==> src/rtl/key_debounce.sv <==
// Push-button debouncer (2-FF sync + qualify FSM); key_out and strobes land DB_CNT+2 clocks after key_in settles, no backpressure.
// Define KEY_DEBOUNCE_LONG_PRESS_EN to build the long-press counter; otherwise long_press is tied low.
module key_debounce #(
    parameter int   CLK_HZ      = 50_000_000,
    parameter int   DEBOUNCE_MS = 20,
    parameter int   LONG_MS     = 1000,
    parameter logic KEY_IDLE    = 1'b1
) (
    input  logic clk_50M,
    input  logic rst,
    input  logic key_in,
    output logic key_out,
    output logic press_pulse,
    output logic release_pulse,
    output logic long_press
);

    localparam int DB_CNT = CLK_HZ / 1000 * DEBOUNCE_MS;
    localparam int DB_W   = (DB_CNT > 2) ? $clog2(DB_CNT) : 1;
    // The transition out of IDLE/PRESSED is the first qualifying sample, so the window closes at count DB_CNT-2.
    localparam logic [DB_W-1:0] DB_LAST = DB_W'(DB_CNT - 2);

    typedef enum logic [1:0] {
        IDLE,
        PRESS_WAIT,
        PRESSED,
        RELEASE_WAIT
    } state_t;

    state_t            state_q, state_d;
    logic [DB_W-1:0]   db_cnt_q, db_cnt_d;
    logic              sync1_q, sync2_q;
    logic              key_out_q, key_out_d;
    logic              press_q, press_d;
    logic              release_q, release_d;
    logic              active;

    always_ff @(posedge clk_50M or negedge rst) begin
        if (!rst) begin
            sync1_q <= KEY_IDLE;
            sync2_q <= KEY_IDLE;
        end else begin
            sync1_q <= key_in;
            sync2_q <= sync1_q;
        end
    end

    assign active = (sync2_q != KEY_IDLE);

    always_comb begin
        state_d   = state_q;
        db_cnt_d  = db_cnt_q;
        key_out_d = key_out_q;
        press_d   = 1'b0;
        release_d = 1'b0;
        case (state_q)
            IDLE: begin
                if (active) begin
                    state_d  = PRESS_WAIT;
                    db_cnt_d = '0;
                end
            end
            PRESS_WAIT: begin
                if (!active) begin
                    state_d  = IDLE;
                    db_cnt_d = '0;
                end else if (db_cnt_q == DB_LAST) begin
                    state_d   = PRESSED;
                    db_cnt_d  = '0;
                    key_out_d = ~KEY_IDLE;
                    press_d   = 1'b1;
                end else begin
                    db_cnt_d = db_cnt_q + DB_W'(1);
                end
            end
            PRESSED: begin
                if (!active) begin
                    state_d  = RELEASE_WAIT;
                    db_cnt_d = '0;
                end
            end
            RELEASE_WAIT: begin
                if (active) begin
                    state_d  = PRESSED;
                    db_cnt_d = '0;
                end else if (db_cnt_q == DB_LAST) begin
                    state_d   = IDLE;
                    db_cnt_d  = '0;
                    key_out_d = KEY_IDLE;
                    release_d = 1'b1;
                end else begin
                    db_cnt_d = db_cnt_q + DB_W'(1);
                end
            end
            default: begin
                state_d  = IDLE;
                db_cnt_d = '0;
            end
        endcase
    end

    always_ff @(posedge clk_50M or negedge rst) begin
        if (!rst) begin
            state_q   <= IDLE;
            db_cnt_q  <= '0;
            key_out_q <= KEY_IDLE;
            press_q   <= 1'b0;
            release_q <= 1'b0;
        end else begin
            state_q   <= state_d;
            db_cnt_q  <= db_cnt_d;
            key_out_q <= key_out_d;
            press_q   <= press_d;
            release_q <= release_d;
        end
    end

    assign key_out       = key_out_q;
    assign press_pulse   = press_q;
    assign release_pulse = release_q;

`ifdef KEY_DEBOUNCE_LONG_PRESS_EN
    localparam int LONG_CNT = CLK_HZ / 1000 * LONG_MS;
    localparam int LONG_W   = $clog2(LONG_CNT + 1);
    localparam logic [LONG_W-1:0] LONG_MAX  = LONG_W'(LONG_CNT);
    localparam logic [LONG_W-1:0] LONG_LAST = LONG_W'(LONG_CNT - 1);

    logic [LONG_W-1:0] long_cnt_q, long_cnt_d;
    logic              long_q, long_d;
    logic              held;

    assign held = (state_q == PRESSED) || (state_q == RELEASE_WAIT);

    // Suppressed on the release edge so the strobe never overlaps release_pulse.
    always_comb begin
        long_cnt_d = long_cnt_q;
        long_d     = 1'b0;
        if (state_d == IDLE) begin
            long_cnt_d = '0;
        end else if (held && (long_cnt_q != LONG_MAX)) begin
            long_cnt_d = long_cnt_q + LONG_W'(1);
            long_d     = (long_cnt_q == LONG_LAST);
        end
    end

    always_ff @(posedge clk_50M or negedge rst) begin
        if (!rst) begin
            long_cnt_q <= '0;
            long_q     <= 1'b0;
        end else begin
            long_cnt_q <= long_cnt_d;
            long_q     <= long_d;
        end
    end

    assign long_press = long_q;
`else
    // LONG_MS only matters when the long-press counter is built.
    logic unused_long_ms;
    assign unused_long_ms = ^LONG_MS;
    assign long_press     = 1'b0;
`endif

endmodule

==> config.mk <==
export PLATFORM = sky130hd
export DESIGN_NAME = key_debounce
export DESIGN_NICKNAME = d
export VERILOG_FILES = /design/src/rtl/key_debounce.sv
export SDC_FILE = /design/constraint.sdc
export NUM_CORES = 1
export LEC_CHECK = 0
export CORE_ASPECT_RATIO = 1.4
export CORE_MARGIN = 10
export CORE_UTILIZATION = 39
export DETAILED_ROUTE_END_ITERATION = 10
export PLACE_DENSITY = 0.57
export SYNTH_ARGS = -nofsm -noshare
export SYNTH_HDL_FRONTEND = slang
export SYNTH_SLANG_ARGS = --single-unit
==> constraint.sdc <==
create_clock -name clk_50M -period 2.26 [get_ports clk_50M]
set_input_delay 0.452 -clock clk_50M [delete_from_list [all_inputs] [get_ports clk_50M]]
set_output_delay 0.452 -clock clk_50M [all_outputs]
set_load 0.01 [all_outputs]
==> flow_metrics.py, run 1 <==
metrics = {
    "pwr": {
        "power_mw": 1.21,
        "power_density_nw_per_um2": 758,
        "p_leak_nw": 0.642,
        "irDropWorstVdd_mv": 0.543,
    },
    "clocking": {
        "path_clk_slew_ns": 0.09,
        "clockBufferDepth": 2,
        "clk_latency_ns": 0.27,
        "clock_sinks": 27,
        "cts-buffers-inserted": 3,
        "hold_buffers": 0,
        "postCtsResizedCells": 0,
        "clock_tree.root_cell": "clkbuf_8",
        "htree_levels": 1,
        "post-cts-setup-buffers": 0,
        "cts_tree": "yes",
    },
    "global_route": {
        "grt_pass1_wl_um": 5420,
        "grt_pass1_vias": 1134,
        "antenna_found_initial": 0,
        "grt_overflow_total": 0,
        "grt_max_degree": 28,
        "grt_use_total_pct": 10.0,
    },
    "worst_hold_path": {
        "hold_depth": 0,
        "min_to": "sync2_q",
        "hold_path_class": "reg -> reg",
        "hold_start": "sync1_q",
    },
    "timing": {
        "skew_ns": 0.00300,
        "fin_crit_ns": 1.92,
        "finalCritPeriodShare_pct": 85.1,
        "worstMarginPinSlew_ns": 1.08,
        "maxSlewHeadroom_pct": 27.8,
        "max_freq_ghz": 0.520,
        "rsz0062_at_grt": "no",
        "hold_viol_final": 0,
        "setup-violations-final": 0,
        "slew_viol_final": 0,
        "tns_ns": 0,
    },
    "worst_setup_path": {
        "ff2ff_path_depth": 4,
        "required_ns": 2.45,
        "cp-start-kind": "flip-flop",
        "rr_endpoint": "db_cnt_q[15]",
        "crit_fanout": 16,
        "crit_path_end_kind": "flip-flop",
        "reg2reg_from": "sync2_q",
        "cp.arrival_ns": 2.11,
        "crit_type": "reg -> reg",
        "r2r_setup_slack_ns": 0.34,
    },
    "logic_synthesis": {
        "synth_most_common_cell": "dfrtp_1",
        "synth_nets": 164,
        "synth_top_flop_cell": "dfrtp_1",
        "yosysSeqAreaShare_pct": 46.3,
        "yosys_warnings": 0,
        "synth_common_cells": "dfrtp_1 (24), nand2_1 (21), o21ai_0 (13), nand3_1 (11), inv_1 (9)",
        "synthArstFlopShare_pct": 100,
        "ys_types": 38,
        "synth_edf_count": 0,
        "yosysTopAreaCell": "dfrtp_1",
        "synth_top_cell_area_share_pct": 40.9,
        "synth_area_sq_um": 1470,
        "syn_avg_cell_area_sq_um": 9.24,
        "synthTopCellsByArea": "dfrtp_1 (41%), dfstp_2 (5.4%), nand2_1 (5.4%)",
        "netlist_instances": 159,
        "synth-seq-cells": 27,
    },
    "final_layout": {
        "nets": 170,
        "drive_gt1_share_pct": 9.15,
        "final_cell_area_sq_um": 1590,
        "multiInputGateArea_sq_um": 713,
        "seqCellArea_sq_um": 679,
        "syn_to_final_growth_pct": 8.18,
        "diodes": 0,
        "fillers": 358,
    },
    "detailed_routing": {
        "drt_iter0_drc": 60,
        "vias": 1114,
        "antenna_left": 0,
        "routed_wirelength_um": 3090,
        "avgViaCountPerCell": 5.41,
        "drcViolationCount": 0,
        "avgRoutedWirePerCell_um": 15.0,
        "dr.pass1.iters": 4,
    },
    "floorplan": {
        "start_util_pct": 40.3,
        "die_y_um": 92.6,
        "io_pins": 7,
        "rows": 26,
        "core-area_sq_um": 3640,
        "dieWidth_um": 71.9,
        "dieArea_sq_um": 6660,
    },
    "place": {
        "placed_area_sq_um": 1540,
        "io_buffers": 5,
        "post-dp-hpwl_um": 2210,
        "gp_congestion": 0.790,
    },
    "status": {
        "outcome": "completed",
    },
    "job": {
        "maxCapViolations": 0,
    },
}
stage by stage:
stage	utilization, %	hold slack, ns	instances	setup WS (ns)
2_1_floorplan	-	0.156	159	0.564
3_3_place_gp	42.4	0.360	202	0.431
3_5_place_dp	42.4	0.353	202	0.378
4_1_cts	43.6	0.369	206	0.346
5_1_grt	43.6	0.375	206	0.0639
6_report	43.6	0.366	206	0.337
worst max-delay path by stage:
stage	from	to	slack [ns]
floorplan	db_cnt_q[0]	db_cnt_q[18]	0.56
global placement	db_cnt_q[0]	db_cnt_q[15]	0.43
detailed placement	db_cnt_q[2]	db_cnt_q[15]	0.38
CTS	db_cnt_q[2]	db_cnt_q[15]	0.35
global route	sync2_q	db_cnt_q[15]	0.06
finish	sync2_q	db_cnt_q[15]	0.34
critical path, stage by stage (launching register included):
cell and delay [ns]:
dfstp_2 0.58, xnor2_1 0.12, nor2_1 0.83, a21oi_1 0.08, o21ai_0 0.22
routing by layer:
layer | GRT usage (%) | up-vias | part of all wire [%]
met4 | 5.18 | 0 | 1.7
li1 | - | 567 | -
met1 | 11.7 | 531 | 43
met5 | 0 | - | 0
met3 | 2.67 | 5 | 3.4
met2 | 16.2 | 11 | 51
power by group:
group | switching (mW) | internal (mW)
Combinational | 0.244 | 0.112
Clock | 0.148 | 0.126
Sequential | 0.0512 | 0.523
layout make-up:
type,instances,share of cell area [%]
flip-flops and latches,27,42.8
inverters,9,2.13
multi-input cells,117,44.9
clock buffers,4,2.83
well taps,42,3.31
repair buffers,7,4.09
placed cells by master (no fill, tap or decap), types with 2 or more instances in the layout:
master,n
nor2_1,7
and3_1,4
clkbuf_8,3
a21oi_1,5
nand2_1,21
buf_4,2
o211ai_1,7
inv_1,9
or3_1,8
xnor2_1,7
nor3b_1,2
clkdlybuf4s50_1,5
nand4_1,3
nand3_1,11
and2_1,2
o21ai_0,13
nor3_1,5
dfrtp_1,24
a21o_1,3
nor4_1,2
ha_1,2
dfstp_2,3
registers in the layout, indices dropped and copies added (netlist names), named ones only:
signal,flops
key_out,1
sync2_q,1
state_q,1
press_pulse,1
sync1_q,1
release_pulse,1
db_cnt_q,20
cell families after synthesis:
kind of cell,after synthesis,synth area share (%)
XOR/XNOR,7,4.17
AND/OR/NAND/NOR,72,26.5
other,1,0.255
adder cells (fa/ha/maj),2,1.70
multiplexers,1,0.681
flip-flops,27,46.3
AO/OA/AOI/OAI,34,15.2
buffers and inverters,15,5.20
No activity file was read; power rests on OpenSTA's default activity.
==> run 2: changes to the inputs <==
Clock period 2.26 ns to 2.5 ns, I/O delays scaled along.
==> flow_metrics.py, run 2 (synthesized netlist as in run 1, its figures left out) <==
metrics = {
    "worst_setup_path": {
        "cp.depth": 5,
        "ff2ff_path_depth": 5,
        "r2r_setup_slack_ns": 0.49,
        "crit_type": "reg -> reg",
        "rr_endpoint": "db_cnt_q[16]",
        "reg2reg_from": "db_cnt_q[7]",
        "crit_path_end_kind": "flip-flop",
        "crit_fanout": 16,
        "crit_path_end": "db_cnt_q[16]",
        "cp_cell_sequence": "nor4_1 > nand2_1 > o31ai_4 > o21ai_0 > a21o_1",
        "crit_path_start": "db_cnt_q[7]",
        "crit_family": "compound AO/OA/AOI/OAI gates",
        "cp.arrival_ns": 2.18,
        "max_stage_delay_ns": 0.62,
        "path_buf_inv": 0,
        "required_ns": 2.67,
        "crit_path_top_delay_cell": "o31ai_4",
        "cp-start-kind": "flip-flop",
    },
    "timing": {
        "worst_slack_ns": 0.491,
        "setup-violations-final": 0,
        "rsz0062_at_grt": "no",
        "worstMarginPinSlew_ns": 1.08,
        "maxSlewHeadroom_pct": 27.8,
        "tns_ns": 0,
        "fin_crit_ns": 2.01,
        "finalCritPeriodShare_pct": 80.4,
        "max_freq_ghz": 0.498,
        "slew_viol_final": 0,
        "skew_ns": 0.00192,
        "hold_viol_final": 0,
    },
    "floorplan": {
        "rows": 26,
        "dieWidth_um": 71.9,
        "dieArea_sq_um": 6660,
        "start_util_pct": 40.3,
        "io_pins": 7,
        "core-area_sq_um": 3640,
        "die_y_um": 92.6,
    },
    "pwr": {
        "p_leak_nw": 0.640,
        "irDropWorstVdd_mv": 0.449,
        "power_density_nw_per_um2": 680,
        "power_mw": 1.08,
    },
    "final_layout": {
        "nets": 169,
        "fin_cells": 205,
        "largest_reg_flops": 20,
        "top_register": "db_cnt_q",
        "layout_commonest_cell": "dfrtp_1",
        "drive_gt1_share_pct": 9.20,
        "final_cell_mix": "dfrtp_1 (24), nand2_1 (21), o21ai_0 (13)",
        "diodes": 0,
        "syn_to_final_growth_pct": 7.75,
    },
    "detailed_routing": {
        "routed_wirelength_um": 3110,
        "drt_iter0_drc": 72,
        "antenna_left": 0,
        "dr.pass1.iters": 4,
        "drcViolationCount": 0,
        "avgViaCountPerCell": 5.75,
        "vias": 1178,
        "avgRoutedWirePerCell_um": 15.2,
    },
    "clocking": {
        "cts-buffers-inserted": 3,
        "clockBufferDepth": 2,
        "cts_tree": "yes",
        "clock_sinks": 27,
        "htree_levels": 1,
        "clk_latency_ns": 0.27,
        "hold_buffers": 0,
        "post-cts-setup-buffers": 0,
        "postCtsResizedCells": 0,
        "clock_tree.root_cell": "clkbuf_8",
        "path_clk_slew_ns": 0.09,
    },
    "global_route": {
        "grt_overflow_total": 0,
        "grt_pass1_vias": 1167,
        "grt_use_total_pct": 9.57,
        "antenna_found_initial": 0,
        "grt_max_degree": 28,
        "grt_pass1_wl_um": 5310,
    },
    "worst_hold_path": {
        "hold_start": "sync1_q",
        "hold_path_class": "reg -> reg",
    },
    "status": {
        "outcome": "completed",
    },
    "place": {
        "dp_slack_ns": 0.500,
        "gp_congestion": 0.850,
        "post-place-cells": 201,
        "io_buffers": 5,
        "post-dp-hpwl_um": 2270,
    },
    "job": {
        "maxCapViolations": 0,
    },
}
run 2: layout make-up:
cell class,count,area (sq um)
Tap cell,42,52.6
Multi-Input combinational cell,117,713
Clock inverter,1,5.00
Sequential cell,27,679
Timing Repair Buffer,6,57.6
Fill cell,369,2060
Clock buffer,3,41.3
Inverter,9,33.8
run 2: worst min path at each step:
stage | endpoint | slack, ns | depth (start not counted)
after CTS | sync2_q | 0.36 | 0
after detailed placement | sync2_q | 0.35 | 0
after floorplan | asynchronous set/reset pin | 0.20 | 0
after global routing | sync2_q | 0.37 | 0
after global placement | sync2_q | 0.35 | 0
final | sync2_q | 0.36 | 0
run 2: metrics by stage:
stage	area, sq um	utilization (%)	hold slack, ns
floorplan	1470	-	0.204
CTS	1580	43.4	0.363
detailed placement	1540	42.2	0.349
finish	1580	43.4	0.361
global placement	1540	42.2	0.350
global route	1580	43.4	0.369
run 2: power by group:
group	total [mW]	switching [mW]	leakage, nW	internal (mW)
Clock	0.248	0.136	0.0255	0.112
Sequential	0.518	0.0451	0.361	0.473
Combinational	0.310	0.219	0.254	0.0912
run 2: layer usage:
layer | vias up | share of wire [%] | GRT usage, % | routed length [um]
met5 | - | 0 | 0 | 0
met4 | 0 | 3.5 | 5.66 | 110
met3 | 11 | 4.0 | 1.92 | 124
met2 | 29 | 50 | 16.7 | 1570
met1 | 571 | 42 | 10.2 | 1310
li1 | 567 | - | - | -
